### config.mk
export PLATFORM = sky130hd
export DESIGN_NAME = tia_sprite_graphics
export DESIGN_NICKNAME = d
export VERILOG_FILES = /design/src/rtl/tia_sprite_graphics.sv
export SDC_FILE = /design/constraint.sdc
export NUM_CORES = 1
export LEC_CHECK = 0
export ABC_AREA = 1
export CAP_MARGIN = 20
export CELL_PAD_IN_SITES_DETAIL_PLACEMENT = 0
export CELL_PAD_IN_SITES_GLOBAL_PLACEMENT = 1
export CORE_UTILIZATION = 42
export DETAILED_ROUTE_END_ITERATION = 10
export PLACE_DENSITY = 0.82
export SYNTH_ARGS = -nofsm -noshare
export SYNTH_HDL_FRONTEND = slang
export SYNTH_SLANG_ARGS = --single-unit
export TNS_END_PERCENT = 10
### constraint.sdc
create_clock -name clkp -period 3.5 [get_ports clkp]
set_clock_uncertainty 0.05 [all_clocks]
set_input_delay 0.525 -clock clkp [delete_from_list [all_inputs] [get_ports clkp]]
set_output_delay 0.525 -clock clkp [all_outputs]
set_load 0.02 [all_outputs]
### src/rtl/tia_sprite_graphics.sv
// Player-sprite engine: position counter, copy/size decode, graphics scan FSM
// and vertically-delayed graphics pair. Optional motion: TIA_SPRITE_HMOVE_EN.
module tia_sprite_graphics #(
  parameter int GR_WIDTH = 8,
  parameter int LINE_LEN = 160,
  parameter int CNT_W    = 8,
  localparam int D_W     = (GR_WIDTH > 8) ? GR_WIDTH : 8
) (
  input  logic           clkp,
  input  logic           rst,
  input  logic           pix_en,
  input  logic [D_W-1:0] d,
  input  logic           wr_grp,
  input  logic           wr_gry,
  input  logic           wr_nusiz,
  input  logic           wr_refp,
  input  logic           wr_vdel,
  input  logic           wr_resp,
`ifdef TIA_SPRITE_HMOVE_EN
  input  logic           wr_hmp,
  input  logic           hmove,
`endif
  output logic           px,
  output logic           drawing
);

  localparam int BI_W = $clog2(GR_WIDTH);
  localparam logic [CNT_W-1:0] LAST_POS = CNT_W'(LINE_LEN - 1);
  localparam logic [CNT_W-1:0] P16      = CNT_W'(16);
  localparam logic [CNT_W-1:0] P32      = CNT_W'(32);
  localparam logic [CNT_W-1:0] P64      = CNT_W'(64);
  localparam logic HAS16 = (LINE_LEN > 16);
  localparam logic HAS32 = (LINE_LEN > 32);
  localparam logic HAS64 = (LINE_LEN > 64);
  localparam logic [BI_W-1:0] BI_MSB = BI_W'(GR_WIDTH - 1);

  typedef enum logic {S_IDLE = 1'b0, S_DRAW = 1'b1} state_t;

  state_t              state_q;
  logic [BI_W-1:0]     bit_idx_q;
  logic [1:0]          stretch_cnt_q;
  logic                px_q;
  logic [CNT_W-1:0]    pos_q, pos_d;
  logic [GR_WIDTH-1:0] new_q, old_q;
  logic [2:0]          nusiz_q;
  logic                refp_q, vdel_q;

  logic [GR_WIDTH-1:0] gr;
  logic [1:0]          stretch_m1;
  logic                hit, step, start, last_bit;
  logic [BI_W-1:0]     first_bit;
  logic                unused_d;

  assign unused_d = ^d;

  // A position step is either a visible pixel or a blank-time motion clock.
`ifdef TIA_SPRITE_HMOVE_EN
  logic [3:0] hm_q;
  logic [4:0] mot_cnt_q;
  logic       mot_step;

  assign mot_step = !pix_en && (mot_cnt_q != 5'd0);
  assign step     = pix_en || mot_step;

  always_ff @(posedge clkp) begin
    if (rst) begin
      hm_q      <= 4'd0;
      mot_cnt_q <= 5'd0;
    end else begin
      if (wr_hmp) hm_q <= d[7:4];
      if (wr_resp)       mot_cnt_q <= 5'd0;
      else if (hmove)    mot_cnt_q <= 5'd8 - {hm_q[3], hm_q};
      else if (mot_step) mot_cnt_q <= mot_cnt_q - 5'd1;
    end
  end
`else
  assign step = pix_en;
`endif

  assign gr        = vdel_q ? old_q : new_q;
  assign first_bit = refp_q ? '0 : BI_MSB;
  assign last_bit  = refp_q ? (bit_idx_q == BI_MSB) : (bit_idx_q == '0);

  always_comb begin
    hit        = (pos_q == '0);
    stretch_m1 = 2'd0;
    case (nusiz_q)
      3'b001:  hit = hit || (HAS16 && pos_q == P16);
      3'b010:  hit = hit || (HAS32 && pos_q == P32);
      3'b011:  hit = hit || (HAS16 && pos_q == P16) || (HAS32 && pos_q == P32);
      3'b100:  hit = hit || (HAS64 && pos_q == P64);
      3'b101:  stretch_m1 = 2'd1;
      3'b110:  hit = hit || (HAS32 && pos_q == P32) || (HAS64 && pos_q == P64);
      3'b111:  stretch_m1 = 2'd3;
      default: ;
    endcase
  end

  assign start = step && hit;

  always_comb begin
    pos_d = pos_q;
    if (wr_resp)   pos_d = '0;
    else if (step) pos_d = (pos_q == LAST_POS) ? '0 : pos_q + 1'b1;
  end

  always_ff @(posedge clkp) begin
    if (rst) begin
      pos_q   <= '0;
      new_q   <= '0;
      old_q   <= '0;
      nusiz_q <= 3'd0;
      refp_q  <= 1'b0;
      vdel_q  <= 1'b0;
    end else begin
      pos_q <= pos_d;
      if (wr_grp)   new_q   <= d[GR_WIDTH-1:0];
      if (wr_gry)   old_q   <= new_q;
      if (wr_nusiz) nusiz_q <= d[2:0];
      if (wr_refp)  refp_q  <= d[3];
      if (wr_vdel)  vdel_q  <= d[0];
    end
  end

  // Scan FSM; a start in DRAW still emits the current pixel, then reloads.
  always_ff @(posedge clkp) begin
    if (rst) begin
      state_q       <= S_IDLE;
      bit_idx_q     <= '0;
      stretch_cnt_q <= 2'd0;
      px_q          <= 1'b0;
    end else begin
      if (pix_en) begin
        if (state_q == S_DRAW) begin
          px_q <= gr[bit_idx_q];
          if (stretch_cnt_q >= stretch_m1) begin
            stretch_cnt_q <= 2'd0;
            if (last_bit) state_q <= S_IDLE;
            else if (refp_q) bit_idx_q <= bit_idx_q + 1'b1;
            else bit_idx_q <= bit_idx_q - 1'b1;
          end else begin
            stretch_cnt_q <= stretch_cnt_q + 2'd1;
          end
        end else begin
          px_q <= 1'b0;
        end
      end
      if (start) begin
        state_q       <= S_DRAW;
        bit_idx_q     <= first_bit;
        stretch_cnt_q <= 2'd0;
      end
    end
  end

  assign px      = px_q;
  assign drawing = (state_q == S_DRAW);

endmodule

==> qor.yml <==
route:
  drtPass1Iterations: 4
  via_count: 1598
  ant_nets: 0
  wl_per_cell_um: 11.1
  drt_iter0_drc: 126
  viasPerCell: 4.77
  wirelength_um: 3730
  drcViolationCount: 0
global_routing:
  grt_pass1_wl_um: 6560
  antenna_found_initial: 0
  grt_max_degree: 22
  grt_usage_pct: 19.6
  grt_pass1_vias: 1449
  grt-ovfl-total: 0
final_layout:
  postLayoutCoreUtil_pct: 51.8
  syn_to_final_growth_pct: 17.6
  register_area_um2: 721
  multiInputGateArea_um2: 890
  nFillCells: 428
  mostFrequentLayoutCell: "nand2_1"
  layout_common_cells: "nand2_1 (58), inv_1 (38), dfxtp_1 (36)"
  drive_above_1_share_pct: 5.61
  final_net_count: 307
  n_antenna_cell: 0
  post-route-cell-area_mm2: 0.00210
power_and_ir_drop:
  power_density_mw_per_mm2: 432
  ir_drop_v: 0.000226
  p_leak_nw: 0.905
  p_total_w: 0.000908
clocking:
  cts-htree-levels: 2
  root_buffer: "clkbuf_8"
  cts_setup_buffers: 0
  clk_path_buf_depth: 2
  tritoncts: "done"
  cts.repair.resized: 0
  hold_buffers: 0
  clk_pin_slew_ps: 70
  cts_buffers: 5
  clock-sinks: 36
  clk_latency_ps: 290
setup_path:
  path_cells: "clkdlybuf4s50_1 > nand4_1 > nor2_1 > nand2_2 > and2_4 > nor2_1 > nor2_1"
  rr_startpoint: "nusiz_q[0]$_SDFFE_PP0P_"
  rrSetupSlack_ps: 1790
  critPathSlowestCell: "clkdlybuf4s50_1"
  cp-start-kind: "primary input"
  cp-end-kind: "register"
  critPathRequiredTime_ps: 3630
  crit_path_frequent_cell: "nor2_1"
  max_stage_delay_ps: 630
  reg2reg_depth: 10
  r2r-end: "bit_idx_q[1]$_SDFFE_PP0P_"
  crit_fanout: 9
  path_class: "in -> reg"
  cp.arrival_ps: 1990
floorplanning:
  coreArea_mm2: 0.00406
  die_x_um: 67.2
  fp.dieH_um: 67.2
  io_pins: 19
  rows: 23
  dieArea_mm2: 0.00452
  start_util_pct: 44.1
min_path:
  hold_start: "px$_SDFFE_PP0P_"
  worstHoldPathType: "reg -> reg"
  whs_path_depth: 2
  holdPathEnd: "px$_SDFFE_PP0P_"
sta:
  max-slew-margin-rel_pct: 64.1
  fmax_mhz: 538
  hold_viol: 0
  tns_ps: 0
  max_slew.worst_pin.slew_ps: 539
  rsz0062_at_grt: "no"
  drv_slew: 0
  post-route-period-util_pct: 53.2
  whs_ps: 421
  fin_crit_ps: 1860
  setup_violations: 0
place:
  gp_congestion: 0.793
  dp_hpwl_um: 2810
  portBuffers: 18
  placedInstanceArea_mm2: 0.00201
synth:
  synth_nets: 288
  yosys_warnings: 0
  synth_area_mm2: 0.00179
  yosysSeqAreaShare_pct: 40.3
  syn_inst: 266
  syn_avg_cell_area_um2: 6.72
  ys_types: 23
  ys_ff_latch: 36
outcome:
  outcome: "finished, final reports clean"
job:
  cap_violations: 0
[per-layer routing]
metal / vias to the layer above / part of all wire [%] / global-route usage [%] / wire length (um)
met2: 27 / 42 / 28.7 / 1550
met4: 0 / 1.2 / 6.38 / 44
met5: - / 0 / 0 / 0
met3: 5 / 3.4 / 5.07 / 127
li1: 881 / - / - / -
met1: 685 / 54 / 27.5 / 2010
[where the power goes]
group	switching [W]	internal, W	leakage (nW)	total, W
Clock	0.000143	0.000175	0.0503	0.000319
Sequential	0.0000175	0.000433	0.296	0.000451
Combinational	0.0000795	0.0000597	0.558	0.000139
Total	0.000240	0.000668	0.905	0.000908
[Yosys cell counts]
cell type	n	area (um2)
o22ai_1	1	6.26
nand2_1	58	218
nand2_2	2	12.5
fa_1	1	20.0
inv_2	3	11.3
ha_1	4	50.1
nor2_2	1	6.26
a21oi_1	27	135
o21ai_1	3	15.0
nand3_1	19	95.1
xor2_1	3	26.3
clkbuf_1	5	18.8
nor2_1	30	113
inv_1	38	143
dfxtp_1	36	721
o21ai_0	22	110
and2_4	2	17.5
o2111ai_1	1	8.76
xnor2_1	1	8.76
nor3_2	1	10.0
nand4_1	2	12.5
buf_2	1	5.00
nor3_1	5	25.0
[sequential cells by signal (all words and copies together) (netlist names)]
| signal | cells |
|---|---|
| bit_idx_q | 3 |
| drawing | 1 |
| new_q | 8 |
| nusiz_q | 3 |
| old_q | 8 |
| pos_q | 8 |
| px | 1 |
| refp_q | 1 |
| stretch_cnt_q | 2 |
| vdel_q | 1 |
[critical path: cells and delay by family]
| family | cells | cell delay [ps] |
|---|---|---|
| buf+inv | 1 | 630 |
| simple gates | 6 | 840 |
[kinds of logic after synthesis]
family | Yosys count | synth area share (%)
DFF | 36 | 40.3
AOI/OAI and AO/OA | 54 | 15.4
adders and majority gates | 5 | 3.92
and+or+nand+nor | 120 | 28.5
xor gates and xnor gates | 4 | 1.96
buffers and inverters | 47 | 9.94
[worst max-delay path by stage]
stage | startpoint | endpoint | slack, ps | depth (start not counted)
5_1_grt | rst | old_q[6]$_SDFFE_PP0P_ | 1580 | 4
4_1_cts | drawing$_SDFFE_PP0P_ | drawing | 1660 | 1
6_report | pix_en | bit_idx_q[1]$_SDFFE_PP0P_ | 1640 | 7
3_3_place_gp | pix_en | bit_idx_q[1]$_SDFFE_PP0P_ | 1370 | 7
3_5_place_dp | pix_en | bit_idx_q[1]$_SDFFE_PP0P_ | 1360 | 7
2_1_floorplan | nusiz_q[0]$_SDFFE_PP0P_ | bit_idx_q[0]$_SDFFE_PP0P_ | 2000 | 10
[cell type report]
cell class	instances	share of cell area, %
timing repair buffer	18	8.57
tap	50	2.97
multi-input combinational	183	42.3
clock buffer	7	4.58
inverter	41	7.32
sequential	36	34.3
[through the flow]
step           cells  setup WS, ps
4_1_cts          335          1660
5_1_grt          335          1580
6_report         335          1640
3_5_place_dp     328          1360
2_1_floorplan    266          2000
3_3_place_gp     328          1370
No activity file was read; power rests on OpenSTA's default activity.
